`src/rtl/lfsr_pkg.sv`:
```
// Shared types and constants for the LFSR test-pattern generator and related BIST blocks.
package lfsr_pkg;

  typedef enum logic [1:0] {
    IDLE = 2'd0,
    RUN  = 2'd1,
    DONE = 2'd2
  } state_e;

  localparam logic MODE_FIB    = 1'b0;
  localparam logic MODE_GALOIS = 1'b1;

  localparam int unsigned MIN_WIDTH = 2;
  localparam int unsigned MAX_WIDTH = 32;

  // Primitive polynomials, x^WIDTH term implied
  localparam logic [3:0]  POLY4  = 4'b0011;          // x^4+x+1
  localparam logic [7:0]  POLY8  = 8'h1D;            // x^8+x^4+x^3+x^2+1
  localparam logic [15:0] POLY16 = 16'h002D;         // x^16+x^5+x^3+x^2+1
  localparam logic [31:0] POLY32 = 32'h0000_00C5;    // x^32+x^7+x^6+x^2+1

endpackage

```
`src/rtl/lfsr_tpg_if.sv`:
```
// Control/pattern bus between the BIST controller (master) and the pattern generator (slave).
interface lfsr_tpg_if #(
  parameter int unsigned WIDTH = 4,
  parameter int unsigned CNT_W = 16
);
  logic             start;
  logic             abort;
  logic             enable;
  logic             mode;
  logic             seed_load;
  logic [WIDTH-1:0] seed_in;
  logic [CNT_W-1:0] pat_count;
  logic [WIDTH-1:0] pattern;
  logic             pattern_valid;
  logic             busy;
  logic             done;
  logic             lockup_err;

  modport master (
    output start, abort, enable, mode, seed_load, seed_in, pat_count,
    input  pattern, pattern_valid, busy, done, lockup_err
  );

  modport slave (
    input  start, abort, enable, mode, seed_load, seed_in, pat_count,
    output pattern, pattern_valid, busy, done, lockup_err
  );
endinterface

```
`src/rtl/lfsr_next.sv`:
```
// Combinational LFSR step: Fibonacci or Galois, both shifting left.
module lfsr_next
  import lfsr_pkg::*;
#(
  parameter int unsigned      WIDTH = 4,
  parameter logic [WIDTH-1:0] TAPS  = POLY4
) (
  input  logic [WIDTH-1:0] state,
  input  logic             mode,
  output logic [WIDTH-1:0] next_c
);

  logic [WIDTH-1:0] taps_rev;
  logic             fb;

  // Fibonacci taps are mirrored so the shift-left register realises the same polynomial
  for (genvar i = 0; i < WIDTH; i++) begin : g_rev
    assign taps_rev[i] = TAPS[WIDTH-1-i];
  end

  assign fb = ^(state & taps_rev);

  always_comb begin
    next_c = {state[WIDTH-2:0], fb};
    if (mode == MODE_GALOIS) begin
      next_c = {state[WIDTH-2:0], 1'b0} ^ (state[WIDTH-1] ? TAPS : '0);
    end
  end

endmodule

```
`src/rtl/lfsr_tpg.sv`:
```
// BIST pattern generator: run FSM, pattern counter and seed register around lfsr_next.
module lfsr_tpg
  import lfsr_pkg::*;
#(
  parameter int unsigned      WIDTH = 4,
  parameter logic [WIDTH-1:0] TAPS  = POLY4,
  parameter logic [WIDTH-1:0] SEED  = WIDTH'(1),
  parameter int unsigned      CNT_W = 16
) (
  input logic       clk,
  input logic       rst,
  lfsr_tpg_if.slave bus
);

  state_e           state;
  logic [WIDTH-1:0] lfsr_q;
  logic [WIDTH-1:0] seed_q;
  logic [CNT_W-1:0] cnt;
  logic             mode_q;
  logic             busy_q;
  logic             done_q;
  logic             lockup_q;
  logic [WIDTH-1:0] lfsr_nxt;

  lfsr_next #(
    .WIDTH (WIDTH),
    .TAPS  (TAPS)
  ) u_next (
    .state  (lfsr_q),
    .mode   (mode_q),
    .next_c (lfsr_nxt)
  );

  always_ff @(posedge clk or posedge rst) begin
    if (rst) begin
      state    <= IDLE;
      lfsr_q   <= SEED;
      seed_q   <= SEED;
      cnt      <= '0;
      mode_q   <= MODE_FIB;
      busy_q   <= 1'b0;
      done_q   <= 1'b0;
      lockup_q <= 1'b0;
    end else begin
      done_q   <= 1'b0;
      lockup_q <= 1'b0;
      case (state)
        IDLE: begin
          // start wins over seed_load; a simultaneous load is dropped
          if (bus.start) begin
            lfsr_q <= seed_q;
            cnt    <= bus.pat_count;
            mode_q <= bus.mode;
            if (bus.pat_count == '0) begin
              state  <= DONE;
              done_q <= 1'b1;
            end else begin
              state  <= RUN;
              busy_q <= 1'b1;
            end
          end else if (bus.seed_load) begin
            if (bus.seed_in != '0) begin
              seed_q <= bus.seed_in;
            end else begin
              seed_q   <= SEED;
              lockup_q <= 1'b1;
            end
          end
        end
        RUN: begin
          if (bus.abort) begin
            state  <= IDLE;
            busy_q <= 1'b0;
          end else if (bus.enable) begin
            lfsr_q <= lfsr_nxt;
            cnt    <= cnt - CNT_W'(1);
            if (cnt == CNT_W'(1)) begin
              state  <= DONE;
              busy_q <= 1'b0;
              done_q <= 1'b1;
            end
          end
        end
        DONE:    state <= IDLE;
        default: state <= IDLE;
      endcase
    end
  end

  assign bus.pattern       = lfsr_q;
  assign bus.pattern_valid = busy_q;
  assign bus.busy          = busy_q;
  assign bus.done          = done_q;
  assign bus.lockup_err    = lockup_q;

endmodule

```
`src/flat_wrapper.sv`:
```
// flat-port wrapper written by rule: the top's interface ports become plain ports
module lfsr_tpg_flat import lfsr_pkg::*;
#(
  parameter int unsigned      WIDTH = 4,
  parameter logic [WIDTH-1:0] TAPS  = POLY4,
  parameter logic [WIDTH-1:0] SEED  = WIDTH'(1),
  parameter int unsigned      CNT_W = 16
)
  (clk, rst, bus_start, bus_abort, bus_enable, bus_mode, bus_seed_load, bus_seed_in, bus_pat_count, bus_pattern, bus_pattern_valid, bus_busy, bus_done, bus_lockup_err);
  lfsr_tpg_if #(.WIDTH(WIDTH), .CNT_W(CNT_W)) bus_i ();
  input logic clk;
  input logic rst;
  input wire logic [$bits(bus_i.start)-1:0] bus_start;
  input wire logic [$bits(bus_i.abort)-1:0] bus_abort;
  input wire logic [$bits(bus_i.enable)-1:0] bus_enable;
  input wire logic [$bits(bus_i.mode)-1:0] bus_mode;
  input wire logic [$bits(bus_i.seed_load)-1:0] bus_seed_load;
  input wire logic [$bits(bus_i.seed_in)-1:0] bus_seed_in;
  input wire logic [$bits(bus_i.pat_count)-1:0] bus_pat_count;
  output wire logic [$bits(bus_i.pattern)-1:0] bus_pattern;
  output wire logic [$bits(bus_i.pattern_valid)-1:0] bus_pattern_valid;
  output wire logic [$bits(bus_i.busy)-1:0] bus_busy;
  output wire logic [$bits(bus_i.done)-1:0] bus_done;
  output wire logic [$bits(bus_i.lockup_err)-1:0] bus_lockup_err;
  assign bus_i.start = bus_start;
  assign bus_i.abort = bus_abort;
  assign bus_i.enable = bus_enable;
  assign bus_i.mode = bus_mode;
  assign bus_i.seed_load = bus_seed_load;
  assign bus_i.seed_in = bus_seed_in;
  assign bus_i.pat_count = bus_pat_count;
  assign bus_pattern = bus_i.pattern;
  assign bus_pattern_valid = bus_i.pattern_valid;
  assign bus_busy = bus_i.busy;
  assign bus_done = bus_i.done;
  assign bus_lockup_err = bus_i.lockup_err;
  lfsr_tpg #(.WIDTH(WIDTH), .TAPS(TAPS), .SEED(SEED), .CNT_W(CNT_W)) u_core (.clk(clk), .rst(rst), .bus(bus_i));
endmodule
```
`config.mk`:
```
export PLATFORM = sky130hd
export DESIGN_NAME = lfsr_tpg_flat
export DESIGN_NICKNAME = d
export VERILOG_FILES = /design/src/rtl/lfsr_pkg.sv /design/src/rtl/lfsr_tpg_if.sv /design/src/rtl/lfsr_next.sv /design/src/rtl/lfsr_tpg.sv /design/src/flat_wrapper.sv
export SDC_FILE = /design/constraint.sdc
export NUM_CORES = 1
export LEC_CHECK = 0
export ABC_AREA = 1
export BUFFER_PORTS_ARGS = -buffer_cell sky130_fd_sc_hd__buf_2
export CAP_MARGIN = 10
export CORE_MARGIN = 2
export CORE_UTILIZATION = 60
export CTS_BUF_LIST = sky130_fd_sc_hd__clkbuf_8
export CTS_CLUSTER_SIZE = 20
export DETAILED_ROUTE_END_ITERATION = 6
export PLACE_DENSITY = 0.82
export SLEW_MARGIN = 20
export SYNTH_ARGS = -nofsm -noshare
export SYNTH_HDL_FRONTEND = slang
export SYNTH_SLANG_ARGS = --single-unit
```
`constraint.sdc`:
```
create_clock -name clk -period 3.35 [get_ports clk]
set_clock_uncertainty 0.2 [all_clocks]
set_input_delay 0.67 -clock clk [delete_from_list [all_inputs] [get_ports clk]]
set_output_delay 0.67 -clock clk [all_outputs]
set_load 0.01 [all_outputs]
```
==> run metrics <==
status finished, final reports clean; CTS tree built; max-slew violations 0; post-CTS sizing 0; CP Buf/Inv Count 2; FF+latch count, synth 30; clock transition at the registers of the reported paths 0.06 ns; chip height 61.0 um; DR vias 1,804; maximum clock path buffer count 2; pwr dens 817 nW/um^2; setup TNS 0 ns; hold buffer count at CTS 0; Synth top area share 36.0%; DRC 0; initial antenna violation count 0; syn_area_per_cell 7.24 um^2; critical path depth 6; HP Class input port to async pin; Core ar. 3080 um^2; Die Wd 61.0 um; post-synthesis sequential area ratio 38.7%; Fmax 0.475 GHz; CP endpoint u_core.cnt[7]; EDFF count, synth 0; Site Rows 20; remaining global-route overflow 0; final hold violation count 0; clock sinks 30; P&R area growth vs syn 12.9%; cell mode on critical path a21oi_1; Port Buffers 34; Total GRT Usage 25.6%; Slowest cell on crit path inv_1; synth top area cells dfrtp_1 (36%), nand2_1 (15%), nor2_1 (10%), inv_1 (4.4%), o21ai_0 (4.4%); clk_lat worst skew 0.28 ns; most area-hungry cell type in the Yosys netlist dfrtp_1; Worst Path Required 3.28 ns; Setup Buffers After CTS 0; asr flop ratio synth 100%; Routed WL per cell 11.7 um; Final Setup Violations 0; largest net degree at the start of global routing 33; family with the most delay on the worst path buffers and inverters; R2R cell count 6; Worst-Margin Slew 0.907 ns; CP arrival 2.04 ns; final period demand of the worst path 2.11 ns; dpl hpwl 2960 um; vias in the first global route 1,697; die footprint 3720 um^2; post-synth net total 298; Via density 5.20; # IOs 35; # diodes 0; Starting DRT DRC Count 114; first-pass GRT wire length 7060 um; CP Class register to register; Slew HR 39.4%; CP Launch Type register; placed cell area 2120 um^2; fin nets 332; Synth Cell Area 1950 um^2; Worst R2R Setup Slack 1.24 ns; worst r2r src u_core.state[1]; peak supply drop 0.462 mV; Total Wirelength 4080 um; H-Tree Depth 2; first-pass iteration count of the detailed router 4; crit-path cells inv_2 -> nand2_4 -> inv_1 -> o21ai_0 -> a21oi_1 -> a21oi_1; RSZ-0062 raised after global routing false; Leakage Power 1.09 nW; Root Buffer clkbuf_8; Final Core Density 71.5%; worst r2r dst u_core.cnt[7]; gate count of the mapped netlist 269; Starting Density 63.3%; top_reg_cell synth dfrtp_1; Yosys cell types 35; Ys Warns 0; crit-path max cell delay 0.71 ns; top-count cell post-synth nand2_1; CP Capture Type register; total CTS buffers 5; design area 2200 um^2; Final ANT Viol Nets 0; Tcrit/Tclk final 62.9%; CP Max Fanout 32; GPL Wtd Cong 0.882; share of cells above drive strength 1 21.5%; commonest cells in the netlist nand2_1 (79), nor2_1 (52), dfrtp_1 (28); # Max-Cap Violations 0; CP startpoint u_core.state[1]
[metal layers]
metal / vias up / GRT usage, % / part of all wire, %
met4: 0 / 10.9 / 1.9
met3: 11 / 6.61 / 5.3
li1: 920 / - / -
met1: 821 / 31.2 / 44
met2: 52 / 43.0 / 49
met5: - / 0 / 0
[tightest hold or removal path, stage by stage]
cell and delay [ns]:
buf_2 0.10, inv_1 0.04, buf_4 0.35
[power by group]
part	switching, mW	internal (mW)	leakage [nW]	total, mW
Combinational	0.519	0.312	0.680	0.831
Clock	0.138	0.139	0.0438	0.277
Sequential	0.158	0.533	0.365	0.690
Total	0.814	0.984	1.09	1.80
[how the worst min path moves through the flow]
stage	from	end	slack, ns	cells after the start
global placement	u_core.seed_q[3]	u_core.seed_q[3]	0.27	2
finish	rst	u_core.bus.lockup_err	0.25	3
CTS	rst	u_core.bus.pattern[2]	0.27	3
floorplan	u_core.seed_q[3]	u_core.seed_q[3]	0.25	2
detailed placement	u_core.seed_q[3]	u_core.seed_q[3]	0.28	2
global route	rst	u_core.bus.pattern[2]	0.29	3
[area by class of cell]
class,instances,area (um^2)
well taps,44,55.1
multi-input cells,206,1040
fillers,287,878
inverters,25,96.3
clock inverters,2,10.0
clock buffers,5,68.8
repair buffers,35,178
flip-flops and latches,30,753
[per-stage QoR]
stage	instances	setup slack (ns)	power [mW]	hold slack, ns
after floorplan	269	1.71	1.35	0.253
after global placement	340	1.12	1.50	0.269
after detailed placement	340	1.09	1.52	0.281
after CTS	347	1.23	1.80	0.268
after global routing	347	1.03	1.96	0.288
final	347	1.24	1.80	0.254
[cells in the final DEF (no fill, tap or decap), drive strengths merged]
master  count
nand3b      3
nor2       57
nand4       3
a31oi       2
buf        35
ha          2
dfstp       2
o21ai      25
xnor2       1
o211ai      4
a21oi       8
o22ai       2
clkinv      2
a21o        1
nand3      10
clkbuf      5
or2         1
dfrtp      28
nand2      82
xor2        4
inv        25
nor3        1
[sequential cells by signal, indices dropped and copies added (netlist names)]
| register | flops |
|---|---|
| u_core.bus.busy | 1 |
| u_core.state | 2 |
| u_core.cnt | 16 |
| u_core.mode_q | 1 |
| u_core.bus.pattern | 4 |
| u_core.bus.done | 1 |
| u_core.bus.lockup_err | 1 |
| u_core.seed_q | 4 |
[kinds of logic (layout without fill, tap and decap cells)]
| family | count (synthesis) | after routing | share of synthesized area [%] |
|---|---|---|---|
| simple gates | 157 | 157 | 34.6 |
| compound gates | 42 | 42 | 15.2 |
| flops | 30 | 30 | 38.7 |
| buf+inv | 33 | 67 | 8.03 |
| fa+ha+maj | 2 | 2 | 1.28 |
| xor+xnor | 5 | 5 | 2.25 |
No activity file was read; power rests on OpenSTA's default activity.
